[src/rtl/capi_mmio_pkg.sv]
// Shared definitions for the host-side AFU MMIO initiator: bus widths,
// FSM state encoding and the MMIO parity helper.
package capi_mmio_pkg;

    localparam int MMIO_AW = 24;
    localparam int MMIO_DW = 64;

    typedef enum logic [2:0] {
        IDLE,
        ISSUE,
        WAIT_ACK,
        PARCHK,
        RESP
    } mmio_state_e;

    // Narrower fields are zero-extended by the caller; that leaves the XOR unchanged.
    function automatic logic mmio_par(input logic [MMIO_DW-1:0] data, input logic odd);
        return (^data) ^ odd;
    endfunction

endpackage

[src/rtl/mmio_host_master.sv]
// Host-side MMIO initiator: takes one local command at a time, issues it as a
// single ha_mmval pulse, waits for ah_mmack with a timeout and reports the result.
//
// Request port handshake: a command transfers on a rising edge where
// req_valid & req_ready are both 1; req_ready stays 0 until the rsp_valid
// cycle has passed, and rsp_valid is a one-cycle pulse with no back-pressure.
module mmio_host_master
    import capi_mmio_pkg::*;
#(
    parameter int TIMEOUT_CYCLES = 255,
    parameter int PAR_LAG        = 1,
    parameter int PAR_ODD        = 0
) (
    input  logic               ha_pclock,
    input  logic               ha_preset_n,
    input  logic               req_valid,
    output logic               req_ready,
    input  logic               req_cfg,
    input  logic               req_rnw,
    input  logic               req_dw,
    input  logic [0:MMIO_AW-1] req_addr,
    input  logic [0:MMIO_DW-1] req_wdata,
    output logic               rsp_valid,
    output logic [0:MMIO_DW-1] rsp_rdata,
    output logic               rsp_timeout,
    output logic               rsp_parerr,
    output logic               stray_ack,
    output logic               ha_mmval,
    output logic               ha_mmcfg,
    output logic               ha_mmrnw,
    output logic               ha_mmdw,
    output logic [0:MMIO_AW-1] ha_mmad,
    output logic               ha_mmadpar,
    output logic [0:MMIO_DW-1] ha_mmdata,
    output logic               ha_mmdatapar,
    input  logic               ah_mmack,
    input  logic [0:MMIO_DW-1] ah_mmdata,
    input  logic               ah_mmdatapar
);

    localparam logic L_ODD = (PAR_ODD != 0);

    mmio_state_e        r_state;
    mmio_state_e        w_next;
    logic               r_ready;
    logic               r_cfg;
    logic               r_rnw;
    logic               r_dw;
    logic [0:MMIO_AW-1] r_addr;
    logic [0:MMIO_DW-1] r_wdata;
    logic [0:MMIO_DW-1] r_data;
    logic [15:0]        r_cnt;
    logic               r_timeout;
    logic               r_parerr;
    logic               r_stray;

    logic [16:0]        w_cnt_inc;
    logic               w_to_hit;
    logic               w_issue;
    logic               w_resp;
    logic [0:MMIO_DW-1] w_wr_data;
    logic [0:31]        w_half;
    logic [0:MMIO_DW-1] w_fmt;

    assign w_cnt_inc = {1'b0, r_cnt} + 17'd1;
    assign w_to_hit  = (w_cnt_inc == 17'(TIMEOUT_CYCLES));

    always_ff @(posedge ha_pclock or negedge ha_preset_n) begin
        if (!ha_preset_n) begin
            r_state <= IDLE;
        end else begin
            r_state <= w_next;
        end
    end

    // An ack takes priority over a timeout landing in the same cycle.
    always_comb begin
        w_next = r_state;
        case (r_state)
            IDLE:     if (req_valid && r_ready) w_next = ISSUE;
            ISSUE:    w_next = WAIT_ACK;
            WAIT_ACK: begin
                if (ah_mmack) begin
                    w_next = (r_rnw && (PAR_LAG != 0)) ? PARCHK : RESP;
                end else if (w_to_hit) begin
                    w_next = RESP;
                end
            end
            PARCHK:   w_next = RESP;
            RESP:     w_next = IDLE;
            default:  w_next = IDLE;
        endcase
    end

    always_ff @(posedge ha_pclock or negedge ha_preset_n) begin
        if (!ha_preset_n) begin
            r_ready   <= 1'b0;
            r_cfg     <= 1'b0;
            r_rnw     <= 1'b0;
            r_dw      <= 1'b0;
            r_addr    <= '0;
            r_wdata   <= '0;
            r_data    <= '0;
            r_cnt     <= '0;
            r_timeout <= 1'b0;
            r_parerr  <= 1'b0;
            r_stray   <= 1'b0;
        end else begin
            r_ready <= (w_next == IDLE);
            r_stray <= ah_mmack && (r_state != WAIT_ACK);
            case (r_state)
                IDLE: begin
                    if (req_valid && r_ready) begin
                        r_cfg     <= req_cfg;
                        r_rnw     <= req_rnw;
                        r_dw      <= req_dw;
                        r_addr    <= req_addr;
                        r_wdata   <= req_wdata;
                        r_cnt     <= '0;
                        r_timeout <= 1'b0;
                        r_parerr  <= 1'b0;
                    end
                end
                WAIT_ACK: begin
                    if (ah_mmack) begin
                        r_data <= ah_mmdata;
                        r_cnt  <= '0;
                        if (r_rnw && (PAR_LAG == 0)) begin
                            r_parerr <= (ah_mmdatapar != mmio_par(ah_mmdata, L_ODD));
                        end
                    end else if (w_to_hit) begin
                        r_timeout <= 1'b1;
                        r_cnt     <= '0;
                    end else begin
                        r_cnt <= w_cnt_inc[15:0];
                    end
                end
                PARCHK: r_parerr <= (ah_mmdatapar != mmio_par(r_data, L_ODD));
                default: ;
            endcase
        end
    end

    assign w_issue   = (r_state == ISSUE);
    assign w_resp    = (r_state == RESP);
    assign w_wr_data = r_dw ? r_wdata : {r_wdata[32:63], r_wdata[32:63]};
    assign w_half    = r_addr[23] ? r_data[32:63] : r_data[0:31];
    assign w_fmt     = r_dw ? r_data : {32'h0, w_half};

    assign req_ready    = r_ready;
    assign stray_ack    = r_stray;
    assign ha_mmval     = w_issue;
    assign ha_mmcfg     = w_issue & r_cfg;
    assign ha_mmrnw     = w_issue & r_rnw;
    assign ha_mmdw      = w_issue & r_dw;
    assign ha_mmad      = w_issue ? r_addr : '0;
    assign ha_mmadpar   = w_issue & mmio_par({40'h0, r_addr}, L_ODD);
    assign ha_mmdata    = w_issue ? w_wr_data : '0;
    assign ha_mmdatapar = w_issue & mmio_par(w_wr_data, L_ODD);

    assign rsp_valid   = w_resp;
    assign rsp_rdata   = (w_resp && r_rnw && !r_timeout) ? w_fmt : '0;
    assign rsp_timeout = w_resp & r_timeout;
    assign rsp_parerr  = w_resp & r_parerr & ~r_timeout;

endmodule

[config.mk]
export PLATFORM = sky130hd
export DESIGN_NAME = mmio_host_master
export DESIGN_NICKNAME = d
export VERILOG_FILES = /design/src/rtl/capi_mmio_pkg.sv /design/src/rtl/mmio_host_master.sv
export SDC_FILE = /design/constraint.sdc
export NUM_CORES = 1
export LEC_CHECK = 0
export CORE_MARGIN = 2
export CORE_UTILIZATION = 47
export DETAILED_ROUTE_END_ITERATION = 8
export PLACE_DENSITY = 0.85
export SYNTH_ARGS = -nofsm -noshare
export SYNTH_HDL_FRONTEND = slang
export SYNTH_SLANG_ARGS = --single-unit
export TNS_END_PERCENT = 1
[constraint.sdc]
create_clock -name ha_pclock -period 3.3 [get_ports ha_pclock]
set_clock_uncertainty 0.1 [all_clocks]
set_input_delay 0.66 -clock ha_pclock [delete_from_list [all_inputs] [get_ports ha_pclock]]
set_output_delay 0.66 -clock ha_pclock [all_outputs]
set_load 0.02 [all_outputs]
**Word level (Yosys, flattened, before mapping)**

Cells that the tools add are included.

- Divide/modulo/power cells: 0
- $lt $le $gt $ge: 0
- Mux-type cells: 20
- Bitwise logic cells: 9
- Reductions and logical operators: 17
- Multipliers: 0
- Equality and inequality tests: 10
- Shift operators: 0
- $add $sub $neg: 1

Operator list:

| cell | number |
|---|---|
| 64-bit 2-to-1 mux | 4 |
| 64-bit parity | 3 |
| 16-bit 2-to-1 mux | 3 |
| 32-bit 2-to-1 mux | 1 |
| 16-bit case mux with 2 select lines | 1 |
| 24-bit 2-to-1 mux | 1 |
| 16-bit by 1-bit adder with 17-bit output, second input constant | 1 |
| 17-bit by 8-bit equality test with 1-bit output, second input constant | 1 |
| 3-bit 2-to-1 mux | 4 |
| 3-bit case mux with 4 select lines | 1 |
| 1-bit AND | 8 |
| 2-bit AND reduction | 4 |
| 3-bit by 2-bit equality test with 1-bit output, second input constant | 2 |
| 3-bit logical NOT | 2 |
| 2-bit inequality test, second input constant | 3 |
| 1-bit logical AND | 4 |
| 1-bit case mux with 2 select lines | 2 |
| 4-bit AND reduction | 1 |
| 2-bit nonzero test | 2 |
| 3-bit by 1-bit equality test with 1-bit output, second input constant | 1 |
| 3-bit equality test, second input constant | 1 |
| 1-bit 2-to-1 mux | 3 |
| 3-bit by 2-bit inequality test with 1-bit output, second input constant | 1 |
| 1-bit logical NOT | 1 |
| 2 further kinds | 2 |

- Memory bits (read-only): 0
- Memories kept: 0
- Output and inout port bits: 163
- Bits in latches: 0
- Word-level logic and storage cells: 69
- RAM bits: 0
- Register bits: 178
- Input port bits: 160

**Longest topological paths before layout**

Gate-level depths: netlist of the first run.

- Depth in word-level cells: 6
- Depth in mapped cells: 11
- Mapped depth without buffers: 8

**Least setup slack after synthesis of the first run**

OpenSTA, ideal clock, no wires.

- Path type: reg2out
- Start: register r_state[2]
- End: output ha_mmdatapar
- Path buffers: 2
- Path slack: 0.646 ns
- Data required time: 2.540 ns
- Stages on the path, launching flop included: 7
- Arrival time: 1.894 ns
- Cells stage by stage: dfrtp_1 > or3b_2 > clkbuf_1 > inv_1 > clkbuf_1 > and2_1 > and2_1

- Longest elaborated chain between the ends: 2

Ends and longest elaborated chain:

| what | RTL line | RTL |
|---|---|---|
| start: declaration | mmio_host_master.sv:43 | `mmio_state_e r_state;` |
| start signal: assignment | mmio_host_master.sv:72 | `r_state <= w_next;` |
| 3-bit by 1-bit equality test with 1-bit output | mmio_host_master.sv:144 | `assign w_issue = (r_state == ISSUE);` |
| 1-bit AND | mmio_host_master.sv:159 | `assign ha_mmdatapar = w_issue & mmio_par(w_wr_data, L_ODD);` |
| end: declaration | mmio_host_master.sv:35 | `output logic ha_mmdatapar,` |

No other way between the ends.

**Final worst setup path of the first run**

- Start: register r_wdata[39] (netlist bit)
- End: output ha_mmdatapar

- Longest elaborated chain between the ends: 3

Ends and longest elaborated chain:

| what | RTL line | RTL |
|---|---|---|
| start: declaration | mmio_host_master.sv:50 | `logic [0:MMIO_DW-1] r_wdata;` |
| start signal: assignment | mmio_host_master.sv:118 | `r_wdata <= req_wdata;` |
| 64-bit 2-to-1 mux | mmio_host_master.sv:146 | `assign w_wr_data = r_dw ? r_wdata : {r_wdata[32:63], r_wdata[32:63]};` |
| 64-bit parity | capi_mmio_pkg.sv:18 | `return (^data) ^ odd;` |
| 1-bit AND | mmio_host_master.sv:159 |  |

No other way between the ends.

==> run summary, run 1 <==
clk_lat worst skew - 0.43 ns
drt drc - 0
EDFF count, synth - 0
top cell type by total area after synthesis - dfrtp_1
synth warn - 0
crit path DAT - 2.55 ns
clock slew at reported path FFs - 0.07 ns
first-pass GRT wire length - 44400 um
Async SR Flop Fraction - 1.00
share of layout cells above drive strength 1 - 0.186
critical path launch point type - flip-flop
worst vdd ir - 1.08 mV
final period utilization - 1.00
TritonCTS buffer count - 17
type of the worst min-delay path - in2async
wire length per cell - 19.3 um
GRT Util Overall - 0.255
area share of the leading cell type in the synthesized netlist - 0.446
P_leak - 7.70 nW
Netlist Area Pre-Place - 9980 um2
syn nets - 1083
Max-slew headroom - 0.563
final worst-path setup slack - -0.0129 ns
Pwr Density - 1180 nW/um2
Post-Route WL - 29200 um
Pre-antenna DRT Iters - 5
H-tree levels - 4
commonest cells after routing, fill and taps aside - clkdlybuf4s50_1, dfrtp_1, mux2_2
# placed instances - 1481
Initial Util - 0.476
clock root cell - clkbuf_16
Seq/Total Area, Yosys - 0.446
PortBufs - 322
Yosys reg bits - 178
post-layout net count - 1388
Routability Congestion - 0.854
CP Max Fanout - 4
FP Rows - 53
WS Path Type - reg2out
post-DP HPWL - 21000 um
pin count of the biggest net entering global routing - 72
Final Hold Fails - 0
most common cell after layout, fill and taps aside - clkdlybuf4s50_1
pre-CTS setup slack - 0.153 ns
f_max - 0.302 GHz
routed vias - 8164
worst slew pin tran - 0.654 ns
GRT overflow - 0
vias per cell - 5.39
Primary FF master, synth - dfrtp_1
Ports - 323
Final Non-Filler Cells - 1515
Sink Count - 178
status - finished with violations
Max Slew Vio Count - 0
failing checks - setup timing
CTS tree - yes
post-route ant nets - 0
vias in the first global route - 8249
die width - 150 um
die area - 22400 um2
clock buffer depth - 2
cts hold-fix bufs - 0
leading post-synthesis cells by cell area - dfrtp_1, mux2_2, xnor2_1
First DRT Iteration DRCs - 428
antenna violations before repair - 1
RSZ-0062 raised after global routing - yes
post-synthesis instance total - 921
mean post-synth cell area - 10.8 um2
post-synthesis cell type count - 41
Final setup viols - 1
fin crit period - 3.31 ns
Worst EP required - 2.54 ns
area delta synth->final - 44.8%
MaxCap Viol Count - 0
core area - 21000 um2
die height - 150 um
endpoint class of the critical path - output port
-- where the power goes --
part	internal (W)	switching, W	leakage (nW)	total (W)
Clock	0.00106	0.000943	0.282	0.00200
Sequential	0.00322	0.00115	2.14	0.00437
Combinational	0.00587	0.00484	5.27	0.0107
-- sequential cells by signal (all words and copies together) (netlist names) --
register and count:
r_cfg 1, r_data 64, r_timeout 1, req_ready 1
r_addr 24, r_cnt 16, r_parerr 1, stray_ack 1
r_wdata 64, r_dw 1, r_state 3, r_rnw 1
-- per-layer routing --
| metal | global-route usage | wire length (um) |
|---|---|---|
| met1 | 0.311 | 11200 |
| met2 | 0.430 | 14600 |
| met3 | 0.0784 | 2430 |
| met4 | 0.0906 | 959 |
| met5 | 0 | 0 |
-- critical path: stages, from the launching register on --
cell and delay [ns]:
dfrtp_1 0.44, xnor2_2 0.23, xnor2_1 0.16, xnor2_1 0.12, xnor2_1 0.31, xnor2_1 0.18
xnor3_1 0.27, and2_1 0.18, clkdlybuf4s15_2 0.25
-- synthesized netlist by cell type, types with 4 or more instances --
cell type and number:
dfrtp_1 178, mux2i_1 34, a21oi_1 39, xor2_1 17, a31oi_1 11, mux2_2 157
inv_1 7, clkbuf_1 49, a21o_1 5, xnor2_1 133, nand2_1 79, and2_1 64
o21ai_0 6, nor2_1 47, nand3_1 12, a22o_1 6, buf_2 6, nand2b_1 4
and3_1 32
-- per-stage QoR --
stage               hold slack, ns  total power, W  instance area (um2)  utilization  setup TNS, ns
finish                      0.0933          0.0171                14400        0.689        -0.0129
global route                 0.126          0.0181                14400        0.689         -0.165
CTS                         0.0994          0.0173                14200        0.676        -0.0199
detailed placement           0.396          0.0150                13600        0.647              0
global placement             0.387          0.0148                13600        0.647              0
floorplan                    0.264          0.0124                 9980            -              0
-- cell type report --
class	count	area, um2
antenna	1	2.50
clock buffer	20	467
clock inverter	12	113
fill	1510	6510
inverter	7	26.3
multi-input combinational	678	5320
sequential	178	4460
tap	275	344
timing repair buffer	344	3720
-- logic make-up (layout without fill, tap and decap cells) --
kind of cell / after synthesis / after routing / synth area share
AND/OR/NAND/NOR: 256 / 256 / 0.130
adder cells (fa/ha/maj): 2 / 2 / 0.00251
multiplexers: 191 / 191 / 0.211
flip-flops: 178 / 178 / 0.446
XOR/XNOR: 152 / 152 / 0.136
other: 0 / 1 / 0
buffers and inverters: 65 / 383 / 0.0260
AO/OA/AOI/OAI: 77 / 77 / 0.0472
-- what timing repair did --
item | in CTS | in global routing
pin swaps | 4 | 0
cloned | 0 | 0
setup buffers | 1 | 0
setup endpoints to repair | 40 | 126
gates resized for setup | 19 | 109
-- worst paths after layout --
kind | start | to | slack [ns] | depth (start not counted)
min reg2reg | r_parerr | r_parerr | 0.43 | 2
min | ha_preset_n | r_data[3] | 0.09 | 1
max in group asynchronous | ha_preset_n | r_dw | 2.21 | 2
min in group ha_pclock | r_parerr | r_parerr | 0.43 | 2
max | r_wdata[39] | ha_mmdatapar | -0.01 | 8
max reg2reg | r_cnt[0] | r_cnt[15] | 0.28 | 9
Note: power is estimated with default switching activity, not from simulation.
==> run 2: changes to the inputs <==
--- a/config.mk
+++ b/config.mk
@@ -5,8 +5,10 @@
 export SDC_FILE = /design/constraint.sdc
 export NUM_CORES = 1
 export LEC_CHECK = 0
+export CAP_MARGIN = 20
 export CORE_MARGIN = 2
 export CORE_UTILIZATION = 47
+export CTS_CLUSTER_SIZE = 14
 export DETAILED_ROUTE_END_ITERATION = 8
 export PLACE_DENSITY = 0.85
 export SYNTH_ARGS = -nofsm -noshare
==> results of run 2 <==
Same layout as run 1: the final DEF is identical, and so are final timing and power.
==> run 3: changes to the inputs <==
--- a/config.mk
+++ b/config.mk
@@ -6,11 +6,13 @@
 export NUM_CORES = 1
 export LEC_CHECK = 0
 export CAP_MARGIN = 20
+export CORE_ASPECT_RATIO = 1.25
 export CORE_MARGIN = 2
 export CORE_UTILIZATION = 47
 export CTS_CLUSTER_SIZE = 14
 export DETAILED_ROUTE_END_ITERATION = 8
 export PLACE_DENSITY = 0.85
+export RECOVER_POWER = 100
 export SYNTH_ARGS = -nofsm -noshare
 export SYNTH_HDL_FRONTEND = slang
 export SYNTH_SLANG_ARGS = --single-unit
==> run summary, run 3 (synthesis results as in run 1) <==
most common cell after layout, fill and taps aside - clkdlybuf4s50_1
cts hold-fix bufs - 0
Final TNS setup - -0.0409 ns
post-DP HPWL - 21000 um
final period utilization - 1.01
f_max - 0.299 GHz
WS Path Type - reg2out
CTS tree - yes
Max-slew headroom - -0.782
Worst EP required - 2.54 ns
FILL cells - 1668
GRT overflow - 0
Max Slew Vio Count - 46
TritonCTS buffer count - 17
Post-CTS Setup Inserts - 0
crit path DAT - 2.58 ns
Ports - 323
Pwr Total - 0.0172 W
post-layout net count - 1385
Post-Route WL - 28900 um
PortBufs - 322
P_leak - 5.84 nW
FP Rows - 59
endpoint class of the critical path - output port
commonest cells after routing, fill and taps aside - clkdlybuf4s50_1, dfrtp_1, mux2_2
MaxCap Viol Count - 1
Sequential Power Share - 0.251
Routability Congestion - 0.824
Pre-antenna DRT Iters - 5
share of layout cells above drive strength 1 - 0.181
Sw Ratio - 0.400
GRT Util Overall - 0.256
routed vias - 8054
core area - 20800 um2
CP Max Fanout - 4
drt drc - 0
post-route ant nets - 0
die width - 134 um
clock root cell - clkbuf_16
status - finished with violations
final worst-path setup slack - -0.0409 ns
first-pass GRT wire length - 45100 um
vias per cell - 5.33
clock buffer depth - 2
failing checks - capacitance limit, slew limit, setup timing
critical path launch point type - flip-flop
worst slew pin tran - 2.67 ns
Initial Util - 0.479
largest registers - r_data x64, r_wdata x64, r_addr x24
First DRT Iteration DRCs - 354
P_int - 0.0103 W
fin crit period - 3.34 ns
wire length per cell - 19.1 um
pin count of the biggest net entering global routing - 94
antenna violations before repair - 2
Final setup viols - 1
Pwr Density - 1240 nW/um2
Sw Pwr - 0.00689 W
Logic pwr share - 0.626
clock slew at reported path FFs - 0.07 ns
worst vdd ir - 1.35 mV
die area - 22400 um2
vias in the first global route - 8378
type of the worst min-delay path - reg2reg
die height - 167 um
Final Hold Fails - 0
Sink Count - 178
clock network fraction of total power - 0.123
area delta synth->final - 38.9%
RSZ-0062 raised after global routing - yes
clk_lat worst skew - 0.43 ns
H-tree levels - 4
==> run 3: changes by cell type in the layout (fill, tap and decap cells not counted), moves of 3 or more <==
| cell | delta |
|---|---|
| xnor2_1 | -3 |
| inv_6 | -3 |
| clkbuf_4 | +3 |
| xnor2_2 | +3 |
| clkbuf_8 | -3 |
| dlygate4sd2_1 | +20 |
| dlymetal6s2s_1 | -103 |
| clkbuf_1 | +45 |
| bufinv_16 | +3 |
| dlygate4sd3_1 | +7 |
| buf_4 | -5 |
| clkdlybuf4s50_1 | +33 |
==> run 3: path summary, 6_finish.rpt <==
kind,from,endpoint,slack [ns],depth (start not counted)
min,r_cfg,r_cfg,0.43,1
max,r_wdata[43],ha_mmdatapar,-0.04,8
min reg2reg,r_cfg,r_cfg,0.43,1
max reg2reg,r_cnt[1],r_cnt[7],0.14,9
max in group asynchronous,ha_preset_n,r_wdata[34],0.61,1
min in group asynchronous,ha_preset_n,r_addr[16],0.96,1
==> run 3: power groups by stage <==
stage	logic, W	registers [W]	clock network (W)
2_1_floorplan	0.00839	0.00402	0
3_3_place_gp	0.0107	0.00424	0
3_5_place_dp	0.0108	0.00432	0
4_1_cts	0.0110	0.00430	0.00217
5_1_grt	0.0114	0.00448	0.00226
6_report	0.0108	0.00433	0.00213
==> run 3: repair_timing <==
action	in CTS	in global routing
endpoints found under the setup margin	50	59
gates resized for setup	39	47
pin swaps	2	1
==> run 3: worst max-delay path, stage by stage (launching register included) <==
cell             delay, ns
dfrtp_1               0.43
xnor2_2               0.16
xnor2_1               0.23
xnor2_1               0.22
xnor2_1               0.18
xnor2_1               0.16
xnor3_1               0.33
and2_1                0.19
clkdlybuf4s15_2       0.26
==> run 3: area by class of cell <==
class	count	area, um2	area share
multi-input combinational	678	5310	0.383
sequential	178	4460	0.322
timing repair buffer	341	3110	0.225
clock buffer	18	429	0.0310
tap	274	343	0.0247
clock inverter	13	178	0.0128
inverter	7	26.3	0.00190
antenna	1	2.50	0.000181
==> run 3: metrics by stage <==
| stage | area, um2 | util | setup slack (ns) | hold slack, ns | cells |
|---|---|---|---|---|---|
| 2_1_floorplan | 9980 | - | 0.646 | 0.264 | 921 |
| 3_3_place_gp | 13600 | 0.651 | 0.150 | 0.391 | 1478 |
| 3_5_place_dp | 13600 | 0.651 | 0.145 | 0.398 | 1478 |
| 4_1_cts | 14200 | 0.680 | 0.000316 | 0.0693 | 1509 |
| 5_1_grt | 13900 | 0.666 | -0.135 | 0.445 | 1510 |
| 6_report | 13900 | 0.666 | -0.0409 | 0.428 | 1510 |
==> run 3: metal layers <==
layer,global-route usage,share of wire,up-vias
met4,0.107,0.040,0
li1,-,-,3730
met3,0.0600,0.061,64
met5,0,0,-
met1,0.302,0.38,3969
met2,0.445,0.52,291
